[config.mk]
export PLATFORM = sky130hd
export DESIGN_NAME = play_sequencer
export DESIGN_NICKNAME = d
export VERILOG_FILES = /design/src/rtl/music_pkg.sv /design/src/rtl/gap_timer.sv /design/src/rtl/play_sequencer.sv
export SDC_FILE = /design/constraint.sdc
export NUM_CORES = 1
export LEC_CHECK = 0
export CORE_MARGIN = 2
export CORE_UTILIZATION = 56
export DETAILED_ROUTE_END_ITERATION = 10
export GPL_TIMING_DRIVEN = 0
export PLACE_DENSITY_LB_ADDON = 0.05
export SYNTH_ARGS = -nofsm -noshare
export SYNTH_HDL_FRONTEND = slang
export SYNTH_SLANG_ARGS = --single-unit
export TNS_END_PERCENT = 1
[constraint.sdc]
create_clock -name clk -period 2.6 [get_ports clk]
set_clock_uncertainty 0.05 [all_clocks]
set_input_delay 0.78 -clock clk [delete_from_list [all_inputs] [get_ports clk]]
set_output_delay 0.78 -clock clk [all_outputs]
set_load 0.02 [all_outputs]
[src/rtl/music_pkg.sv]
// Shared encodings for the music player: FSM states, volume limits, speed and order codes,
// and the song-number wrap helpers used by the playback sequencer.
package music_pkg;

    localparam logic [1:0] IDLE  = 2'd0;
    localparam logic [1:0] PLAY  = 2'd1;
    localparam logic [1:0] PAUSE = 2'd2;
    localparam logic [1:0] GAP   = 2'd3;

    typedef enum logic [1:0] {
        ST_IDLE  = IDLE,
        ST_PLAY  = PLAY,
        ST_PAUSE = PAUSE,
        ST_GAP   = GAP
    } state_t;

    localparam logic [2:0] VOL_MIN = 3'd1;
    localparam logic [2:0] VOL_MAX = 3'd5;

    localparam logic [1:0] SPD_X1   = 2'd0;
    localparam logic [1:0] SPD_X125 = 2'd1;
    localparam logic [1:0] SPD_X075 = 2'd2;

    localparam logic ORD_SEQ    = 1'b0;
    localparam logic ORD_SINGLE = 1'b1;

    // Songs are numbered 1..last; 0 means "no song" and steps into range.
    function automatic logic [1:0] song_inc(input logic [1:0] cur, input logic [1:0] last);
        return (cur >= last) ? 2'd1 : cur + 2'd1;
    endfunction

    function automatic logic [1:0] song_dec(input logic [1:0] cur, input logic [1:0] last);
        return (cur <= 2'd1) ? last : cur - 2'd1;
    endfunction

endpackage

[src/rtl/gap_timer.sv]
// Inter-song silence timer: load starts a GAP_CYCLES countdown, expire is high for the
// last cycle of the gap, clear abandons it.
module gap_timer #(
    parameter int unsigned GAP_CYCLES = 24'd5_000_000,
    parameter int          GAP_W      = 24
) (
    input  logic clk,
    input  logic rst,
    input  logic load,
    input  logic clear,
    output logic expire
);

    logic [GAP_W-1:0] cnt;

    always_ff @(posedge clk or posedge rst) begin
        if (rst) begin
            cnt <= '0;
        end else if (clear) begin
            cnt <= '0;
        end else if (load) begin
            cnt <= GAP_W'(GAP_CYCLES);
        end else if (cnt != '0) begin
            cnt <= cnt - GAP_W'(1);
        end
    end

    // Counter reads 1 during the final silent cycle, so the caller leaves GAP on the next edge.
    assign expire = (cnt == GAP_W'(1));

endmodule

[src/rtl/play_sequencer.sv]
// Playback controller: turns key pulses and song_done into the order/music/volume/speed/play
// registers. Define PLAY_SEQUENCER_SHUFFLE_EN to pick the next song pseudo-randomly at gap expiry.
module play_sequencer
    import music_pkg::*;
#(
    parameter int          NUM_SONGS  = 3,
    parameter int unsigned GAP_CYCLES = 24'd5_000_000,
    parameter int          GAP_W      = 24
) (
    input  logic       clk,
    input  logic       rst,
    input  logic       play_key,
    input  logic       stop_key,
    input  logic       next_key,
    input  logic       prev_key,
    input  logic       order_key,
    input  logic       speed_key,
    input  logic       vol_up,
    input  logic       vol_dn,
    input  logic       song_done,
    output logic       order_reg,
    output logic [1:0] music_reg,
    output logic [2:0] volume_reg,
    output logic [1:0] speed_reg,
    output logic       play_reg,
    output logic       song_start,
    output logic [1:0] state_o
);

    localparam logic [1:0] LAST = 2'(NUM_SONGS);

    state_t     state, state_nxt;
    logic       order_nxt, play_nxt, start_nxt;
    logic [1:0] music_nxt, speed_nxt, seq_pick;
    logic [2:0] volume_nxt;
    logic       gap_load, gap_clear, gap_expire;

`ifdef PLAY_SEQUENCER_SHUFFLE_EN
    logic [7:0] lfsr;
    logic [1:0] cand;

    always_ff @(posedge clk or posedge rst) begin
        if (rst) lfsr <= 8'hA5;
        else     lfsr <= {lfsr[6:0], lfsr[7] ^ lfsr[5] ^ lfsr[4] ^ lfsr[3]};
    end

    assign cand     = 2'((lfsr % 8'(NUM_SONGS)) + 8'd1);
    assign seq_pick = (cand == music_reg) ? song_inc(music_reg, LAST) : cand;
`else
    assign seq_pick = song_inc(music_reg, LAST);
`endif

    always_comb begin
        state_nxt  = state;
        music_nxt  = music_reg;
        play_nxt   = play_reg;
        start_nxt  = 1'b0;
        order_nxt  = order_key ? ~order_reg : order_reg;
        speed_nxt  = speed_reg;
        volume_nxt = volume_reg;

        if (speed_key) begin
            case (speed_reg)
                SPD_X1:   speed_nxt = SPD_X125;
                SPD_X125: speed_nxt = SPD_X075;
                default:  speed_nxt = SPD_X1;
            endcase
        end

        if (vol_up && !vol_dn && volume_reg < VOL_MAX)
            volume_nxt = volume_reg + 3'd1;
        else if (vol_dn && !vol_up && volume_reg > VOL_MIN)
            volume_nxt = volume_reg - 3'd1;

        // Single prioritised event per cycle; next/prev are not events while idle.
        if (stop_key) begin
            state_nxt = ST_IDLE;
            music_nxt = 2'd0;
            play_nxt  = 1'b0;
        end else if (state != ST_IDLE && next_key) begin
            state_nxt = ST_PLAY;
            music_nxt = song_inc(music_reg, LAST);
            play_nxt  = 1'b1;
            start_nxt = 1'b1;
        end else if (state != ST_IDLE && prev_key) begin
            state_nxt = ST_PLAY;
            music_nxt = song_dec(music_reg, LAST);
            play_nxt  = 1'b1;
            start_nxt = 1'b1;
        end else if (play_key) begin
            case (state)
                ST_IDLE: begin
                    state_nxt = ST_PLAY;
                    music_nxt = 2'd1;
                    play_nxt  = 1'b1;
                    start_nxt = 1'b1;
                end
                ST_PAUSE: begin
                    state_nxt = ST_PLAY;
                    play_nxt  = 1'b1;
                end
                default: begin
                    state_nxt = ST_PAUSE;
                    play_nxt  = 1'b0;
                end
            endcase
        end else if (song_done && state == ST_PLAY) begin
            state_nxt = ST_GAP;
            play_nxt  = 1'b0;
        end else if (state == ST_GAP && gap_expire) begin
            state_nxt = ST_PLAY;
            music_nxt = (order_reg == ORD_SEQ) ? seq_pick : music_reg;
            play_nxt  = 1'b1;
            start_nxt = 1'b1;
        end
    end

    // Any exit from GAP (expiry, keys, stop) drops the countdown so it cannot fire later.
    assign gap_load  = (state != ST_GAP) && (state_nxt == ST_GAP);
    assign gap_clear = (state_nxt != ST_GAP);

    gap_timer #(
        .GAP_CYCLES(GAP_CYCLES),
        .GAP_W     (GAP_W)
    ) u_gap_timer (
        .clk   (clk),
        .rst   (rst),
        .load  (gap_load),
        .clear (gap_clear),
        .expire(gap_expire)
    );

    always_ff @(posedge clk or posedge rst) begin
        if (rst) begin
            state      <= ST_IDLE;
            order_reg  <= ORD_SEQ;
            music_reg  <= 2'd0;
            volume_reg <= VOL_MIN;
            speed_reg  <= SPD_X1;
            play_reg   <= 1'b0;
            song_start <= 1'b0;
        end else begin
            state      <= state_nxt;
            order_reg  <= order_nxt;
            music_reg  <= music_nxt;
            volume_reg <= volume_nxt;
            speed_reg  <= speed_nxt;
            play_reg   <= play_nxt;
            song_start <= start_nxt;
        end
    end

    assign state_o = state;

endmodule
==> out/qor.tcl, run 1 <==
set qor(global_route.usage.total) 0.2403
set qor(synth-async-reset-ratio) 1.000
set qor(initial_utilization) 0.5899
set qor(h-tree-depth) 2
set qor(vias) 1859
set qor(finalWeightedCongestion) 0.8467
set qor(detailroute.wirelength.met3_um) 172
set qor(route.detailed.wl_per_inst_um) 15.28
set qor(nFillCells) 290
set qor(report.power.total_mw) 1.501
set qor(clk_root_buffer_cell) {clkbuf_8}
set qor(ys.warnings.count) 0
set qor(r2r_end) {u_gap_timer.cnt[20]}
set qor(detail_route.vias_per_cell) 5.883
set qor(slew_headroom) 0.5586
set qor(yosys_register_bits) 36
set qor(critical_path.endpoint_type) {flip-flop}
set qor(design.die.area_mm2) 0.004431
set qor(final_report_max_slew_violation_count) 0
set qor(cts.path.max_buffers) 2
set qor(post_route_cells_drive_above_1_share) 0.1119
set qor(dp_hpwl_mm) 3.474
set qor(tightestPinTransition_ns) 0.6570
set qor(critical_path_class) {flip-flop to flip-flop}
set qor(first_iter_violations) 94
set qor(clock_insertion_delay_worst_skew_ns) 0.29
set qor(cp_data_arrival_time_ns) 2.63
set qor(timing.rr.start) {u_gap_timer.cnt[4]}
set qor(area_growth_pct) 19.06
set qor(placementRows) 22
set qor(firstDrtPassIters) 4
set qor(crit_required_ns) 2.76
set qor(flip_flop_count_of_the_largest_register_all_copies_and_words_added) 24
set qor(grt_setup_unrepaired) {false}
set qor(route.top_layer_used) {met4}
set qor(max_stage_delay_ns) 0.58
set qor(drcViolationCount) 0
set qor(cpMaxStageDelayCell) {or4_4}
set qor(maximum_number_of_pins_on_one_net_before_global_route_repair) 23
set qor(synth_cell_types) 49
set qor(reg2reg_depth) 6
set qor(die_h_um) 66.57
set qor(synth_largest_area_cell) {dfrtp_1}
set qor(min_period_over_period) 0.9475
set qor(antenna_cells) 0
set qor(netlist.area_leader.share) 0.3995
set qor(setup_viol_count_final) 0
set qor(portBuffers) 20
set qor(cellLeakagePower_nw) 1.185
set qor(max_freq_mhz) 405.9
set qor(detail-route-antenna-nets) 0
set qor(setup.worst_path.end) {u_gap_timer.cnt[20]}
set qor(layout.cells.most_common_list) {dfrtp_1 (35), a21oi_1 (20), clkdlybuf4s50_1 (20)}
set qor(synth_area_per_cell_um2) 9.249
set qor(cts_inserted_buffers) 5
set qor(startpoint) {u_gap_timer.cnt[4]}
set qor(pwr_density_cell_mw_per_mm2) 575.0
set qor(crit_path_max_fanout) 5
set qor(synth_area_leaders) {dfrtp_1 (40%), ha_1 (5.1%), a21oi_1 (4.6%), o21ai_0 (3.7%), xor2_1 (3.6%)}
set qor(rrSetupSlack_ns) 0.14
set qor(timing_hold_violations_final) 0
set qor(hold_start) {volume_reg[2]}
set qor(post_synth_instance_area_mm2) 0.002192
set qor(synth.yosys.seq_area_share) 0.4115
set qor(syn_nets) 257
set qor(cts_tree) {yes}
set qor(power.ir.vdd_worst_mv) 0.5255
set qor(timing.critical_path.from_type) {flip-flop}
set qor(wl_met2_mm) 2.296
set qor(drv_cap) 0
set qor(finalNetCount) 287
set qor(globalRoute.totalOverflow) 0
set qor(finish.utilization) 0.7024
set qor(dpl.cell_count) 306
set qor(grt_pass1_vias) 1742
set qor(core-area_mm2) 0.003716
set qor(placedInstanceArea_mm2) 0.002480
set qor(crit_chain) {or4_4 > or4b_1 > buf_2 > a311oi_4 > nand4_1 > a21oi_1}
set qor(clock_sinks) 36
set qor(die_width_um) 66.57
set qor(syn-instance-count) 237
set qor(fin_hold_ws_ns) 0.4880
set qor(antenna_found_initial) 0
set qor(outcome) {finished, final reports clean}
set qor(global_route_wire_length_before_repair_mm) 8.031
set qor(hold_path.class) {flip-flop to flip-flop}
set qor(synth_enable_flop_cells) 0
set qor(instances_no_fill) 316
set qor(detail_route.wirelength_mm) 4.829
set qor(pin_count) 23
set qor(mostFrequentLayoutCell) {dfrtp_1}
set qor(fin_crit_ns) 2.463
set qor(stdcell_area_mm2) 0.002610
set qor(yosys_most_used_dff) {dfrtp_1}
set qor(clkSlewWorstSetupHoldPaths_ns) 0.08
set qor(met1_length_mm) 2.291
[how the worst min path moves through the flow]
stage                                endpoint  slack, ns  cells after the start
final                           volume_reg[2]       0.49                      1
after global routing                order_reg       0.51                      1
after CTS                           order_reg       0.49                      1
after detailed placement            order_reg       0.48                      1
after global placement           speed_reg[1]       0.45                      2
after floorplan           u_gap_timer.cnt[10]       0.47                      2
[where the power goes]
group          internal, mW  switching, mW  total (mW)
Sequential            0.616         0.0584       0.675
Clock                 0.215          0.203       0.419
Combinational         0.203          0.205       0.408
Total                  1.03          0.467        1.50
[per-layer routing]
metal | GRT usage | vias up
li1 | - | 936
met1 | 0.3125 | 876
met2 | 0.3913 | 41
met3 | 0.04392 | 6
met4 | 0.1020 | 0
met5 | 0 | -
[stage by stage]
stage	TNS, ns	setup slack [ns]
3_5_place_dp	-3.091	-0.2185
3_3_place_gp	-2.933	-0.2053
6_report	0	0.1366
4_1_cts	0	0.06351
5_1_grt	0	0.04333
2_1_floorplan	0	0.2440
[cell usage after synthesis, types with 2 or more instances]
library cell and number:
nand2b_1 4, a211oi_1 3, or3_1 8, or4_4 2
xor2_1 9, nor2b_1 4, buf_2 2, a211o_1 2
inv_1 13, o31ai_1 2, mux2i_1 5, o21ai_0 16
xnor2_1 8, clkbuf_1 4, nand2_1 9, ha_1 9
dfrtp_1 35, nor3_1 9, nor2_1 20, nand4_1 6
nor4_1 12, or4_1 2, a21oi_1 20, nand3_1 7
or2_2 2
[kinds of logic after synthesis]
group           share of synthesized area
buf+inv                           0.03710
flops                              0.4115
xor+xnor                          0.06793
simple gates                       0.2523
fa+ha+maj                         0.05137
mux                               0.02797
compound gates                     0.1518
[layout make-up]
| cell class | count | area (µm²) | area share |
|---|---|---|---|
| Multi-Input combinational cell | 181 | 1230 | 0.4712 |
| Sequential cell | 36 | 902.1 | 0.3456 |
| Timing Repair Buffer | 23 | 242.7 | 0.09300 |
| Clock buffer | 7 | 86.33 | 0.03308 |
| Tap cell | 48 | 60.06 | 0.02301 |
| Inverter | 13 | 48.80 | 0.01870 |
| Buffer | 7 | 32.53 | 0.01246 |
| Clock inverter | 1 | 7.507 | 0.002876 |
[worst max-delay path: cells and delay by family, from the launching register on]
family	cells	cell delay, ns
AOI/OAI and AO/OA	2	0.51
DFF	1	0.44
and+or+nand+nor	3	1.20
buffers and inverters	1	0.18
[repair_timing]
item / CTS / global route
setup endpoints to repair: 16 / 17
pin swaps: 0 / 1
buffers inserted: 0 / 2
gates resized for setup: 2 / 3
hold buffers: 0 / 0
Power figures use the tool's default switching activity.
==> inputs of run 2 (changes only) <==
Settings changed: CAP_MARGIN set to 30, CORE_ASPECT_RATIO set to 1.25, SLEW_MARGIN set to 20.
==> run 2 against run 1 <==
  * Largest power group unchanged
  * Sequential share of layout area rose by 0.56 points
  * Design area decreased by 1.6%
  * Maximum frequency down 0.88%
==> out/qor.tcl, run 2 (synthesis results as in run 1) <==
set qor(outcome) {finished, final reports clean}
set qor(critical_path.endpoint_type) {flip-flop}
set qor(final_report_max_slew_violation_count) 0 ;# unchanged
set qor(globalRoute.totalOverflow) 0 ;# unchanged
set qor(antenna_found_initial) 0 ;# unchanged
set qor(clk_root_buffer_cell) {clkbuf_8}
set qor(crit_path_max_fanout) 5 ;# unchanged
set qor(portBuffers) 20 ;# unchanged
set qor(global_route_wire_length_before_repair_mm) 7.962 ;# -0.86%
set qor(cts_inserted_buffers) 5 ;# unchanged
set qor(cellLeakagePower_nw) 1.161 ;# -2.0%
set qor(core-area_mm2) 0.003785 ;# +1.9%
set qor(tns_ns) 0 ;# unchanged
set qor(pin_count) 23 ;# unchanged
set qor(min_period_over_period) 0.9559 ;# +0.008387
set qor(hold_path.class) {flip-flop to flip-flop}
set qor(max_freq_mhz) 402.4 ;# -0.88%
set qor(timing.critical_path.from_type) {flip-flop}
set qor(clock_insertion_delay_worst_skew_ns) 0.29 ;# about the same
set qor(mostFrequentLayoutCell) {dfrtp_1}
set qor(firstDrtPassIters) 4 ;# unchanged
set qor(cp_data_arrival_time_ns) 2.60 ;# -0.03 ns
set qor(stdcell_area_mm2) 0.002569 ;# -1.6%
set qor(fin_crit_ns) 2.485 ;# +0.02181 ns
set qor(antenna_cells) 0 ;# unchanged
set qor(cts_tree) {yes}
set qor(die_width_um) 59.96 ;# -9.9%
set qor(pwr_density_cell_mw_per_mm2) 567.9 ;# -1.2%
set qor(area_growth_pct) 17.18
set qor(timing_hold_violations_final) 0 ;# unchanged
set qor(post_route_cells_drive_above_1_share) 0.1094 ;# -0.002506
set qor(placedInstanceArea_mm2) 0.002460 ;# -0.81%
set qor(setup_viol_count_final) 0 ;# unchanged
set qor(cts_hold_buffers) 0 ;# unchanged
set qor(tightestPinTransition_ns) 0.7482 ;# +0.09123 ns
set qor(grt_setup_unrepaired) {false}
set qor(finalWeightedCongestion) 0.8451 ;# -0.19%
set qor(grt_pass1_vias) 1714 ;# -1.6%
set qor(flip_flop_count_of_the_largest_register_all_copies_and_words_added) 24 ;# unchanged
set qor(layout.cells.most_common_list) {dfrtp_1 (35), a21oi_1 (20), clkdlybuf4s50_1 (20)}
set qor(die_h_um) 73.95 ;# +11%
set qor(instances_no_fill) 319 ;# +0.95%
set qor(power.ir.vdd_worst_mv) 0.5634 ;# +7.2%
set qor(dp_hpwl_mm) 3.375 ;# -2.8%
set qor(cts.path.max_buffers) 2 ;# unchanged
set qor(clock_sinks) 36 ;# unchanged
set qor(finalNetCount) 285 ;# -0.70%
set qor(crit_required_ns) 2.71 ;# -0.05 ns
set qor(route.detailed.wl_per_inst_um) 14.90 ;# -2.5%
set qor(maximum_number_of_pins_on_one_net_before_global_route_repair) 37 ;# +61%
set qor(design.die.area_mm2) 0.004434 ;# about the same
set qor(dpl.cell_count) 311 ;# +1.6%
set qor(slew_headroom) 0.5005 ;# -0.05818
set qor(drv_cap) 0 ;# unchanged
set qor(detail_route.vias_per_cell) 5.796 ;# -1.5%
set qor(initial_utilization) 0.5792 ;# -0.01073
set qor(drcViolationCount) 0 ;# unchanged
set qor(detail_route.wirelength_mm) 4.753 ;# -1.6%
set qor(critical_path_class) {flip-flop to flip-flop}
set qor(h-tree-depth) 2 ;# unchanged
set qor(detail-route-antenna-nets) 0 ;# unchanged
set qor(first_iter_violations) 133 ;# +41%
set qor(clkSlewWorstSetupHoldPaths_ns) 0.07 ;# about the same
set qor(vias) 1849 ;# -0.54%
set qor(global_route.usage.total) 0.2432 ;# +0.002883
set qor(placementRows) 25 ;# +14%
[run 2: cell types whose count changed in the layout (fill, tap and decap cells not counted), sizes merged]
cell and change:
clkinv +1, clkinvlp -1, clkbuf -1, buf -2
[run 2: metal layers]
| layer | track usage | vias to the layer above | wire [µm] |
|---|---|---|---|
| met5 | 0 | - | 0 |
| met3 | 0.04696 | 10 | 170 |
| met1 | 0.3248 | 881 | 2204 |
| li1 | - | 917 | - |
| met2 | 0.3756 | 41 | 2279 |
| met4 | 0.1210 | 0 | 98 |
[run 2: repair_timing]
item,in CTS,in global routing
resized for setup,2,4
endpoints found under the setup margin,16,17
pin swaps,0,1
buffers inserted,0,1
[run 2: power breakdown]
part	leakage, nW	total [mW]	internal [mW]	switching [mW]
Sequential	0.483	0.672	0.616	0.0554
Clock	0.0410	0.385	0.182	0.203
Combinational	0.637	0.402	0.198	0.204
Total	1.16	1.46	0.996	0.462
[run 2: final cells by class]
type	instances	area [µm²]
inverter	13	48.80
clock inverter	1	5.005
fill	296	1216
timing repair buffer	21	207.7
clock buffer	6	72.57
multi-input combinational	181	1232
buffer	7	32.53
tap	54	67.56
sequential	36	902.1
[run 2: worst max-delay path, cell delays in order, from the launching register on]
cell,delay (ns)
dfrtp_1,0.39
inv_1,0.12
ha_2,0.23
or4b_2,0.58
or4_4,0.45
nor4_2,0.29
xnor2_1,0.16
a21oi_1,0.08
[run 2: worst paths after layout]
kind                       cells past startpoint                from  slack [ns]                  end
max in group asynchronous                      2                 rst        1.13        volume_reg[1]
max reg2reg                                    7  u_gap_timer.cnt[0]        0.11  u_gap_timer.cnt[22]
max                                            7  u_gap_timer.cnt[0]        0.11  u_gap_timer.cnt[22]
min in group asynchronous                      2                 rst        0.88   u_gap_timer.cnt[0]
min                                            1           order_reg        0.46            order_reg
min reg2reg                                    1           order_reg        0.46            order_reg
[run 2: stage by stage]
stage               hold slack (ns)  power, mW  setup slack (ns)    util
floorplan                    0.4719     0.9271            0.2440       -
global placement             0.4468      1.078           -0.2528  0.6499
detailed placement           0.4518      1.084           -0.2579  0.6499
CTS                          0.4651      1.468           0.02656  0.6737
global route                 0.5018      1.544           0.02273  0.6787
finish                       0.4615      1.459            0.1148  0.6787
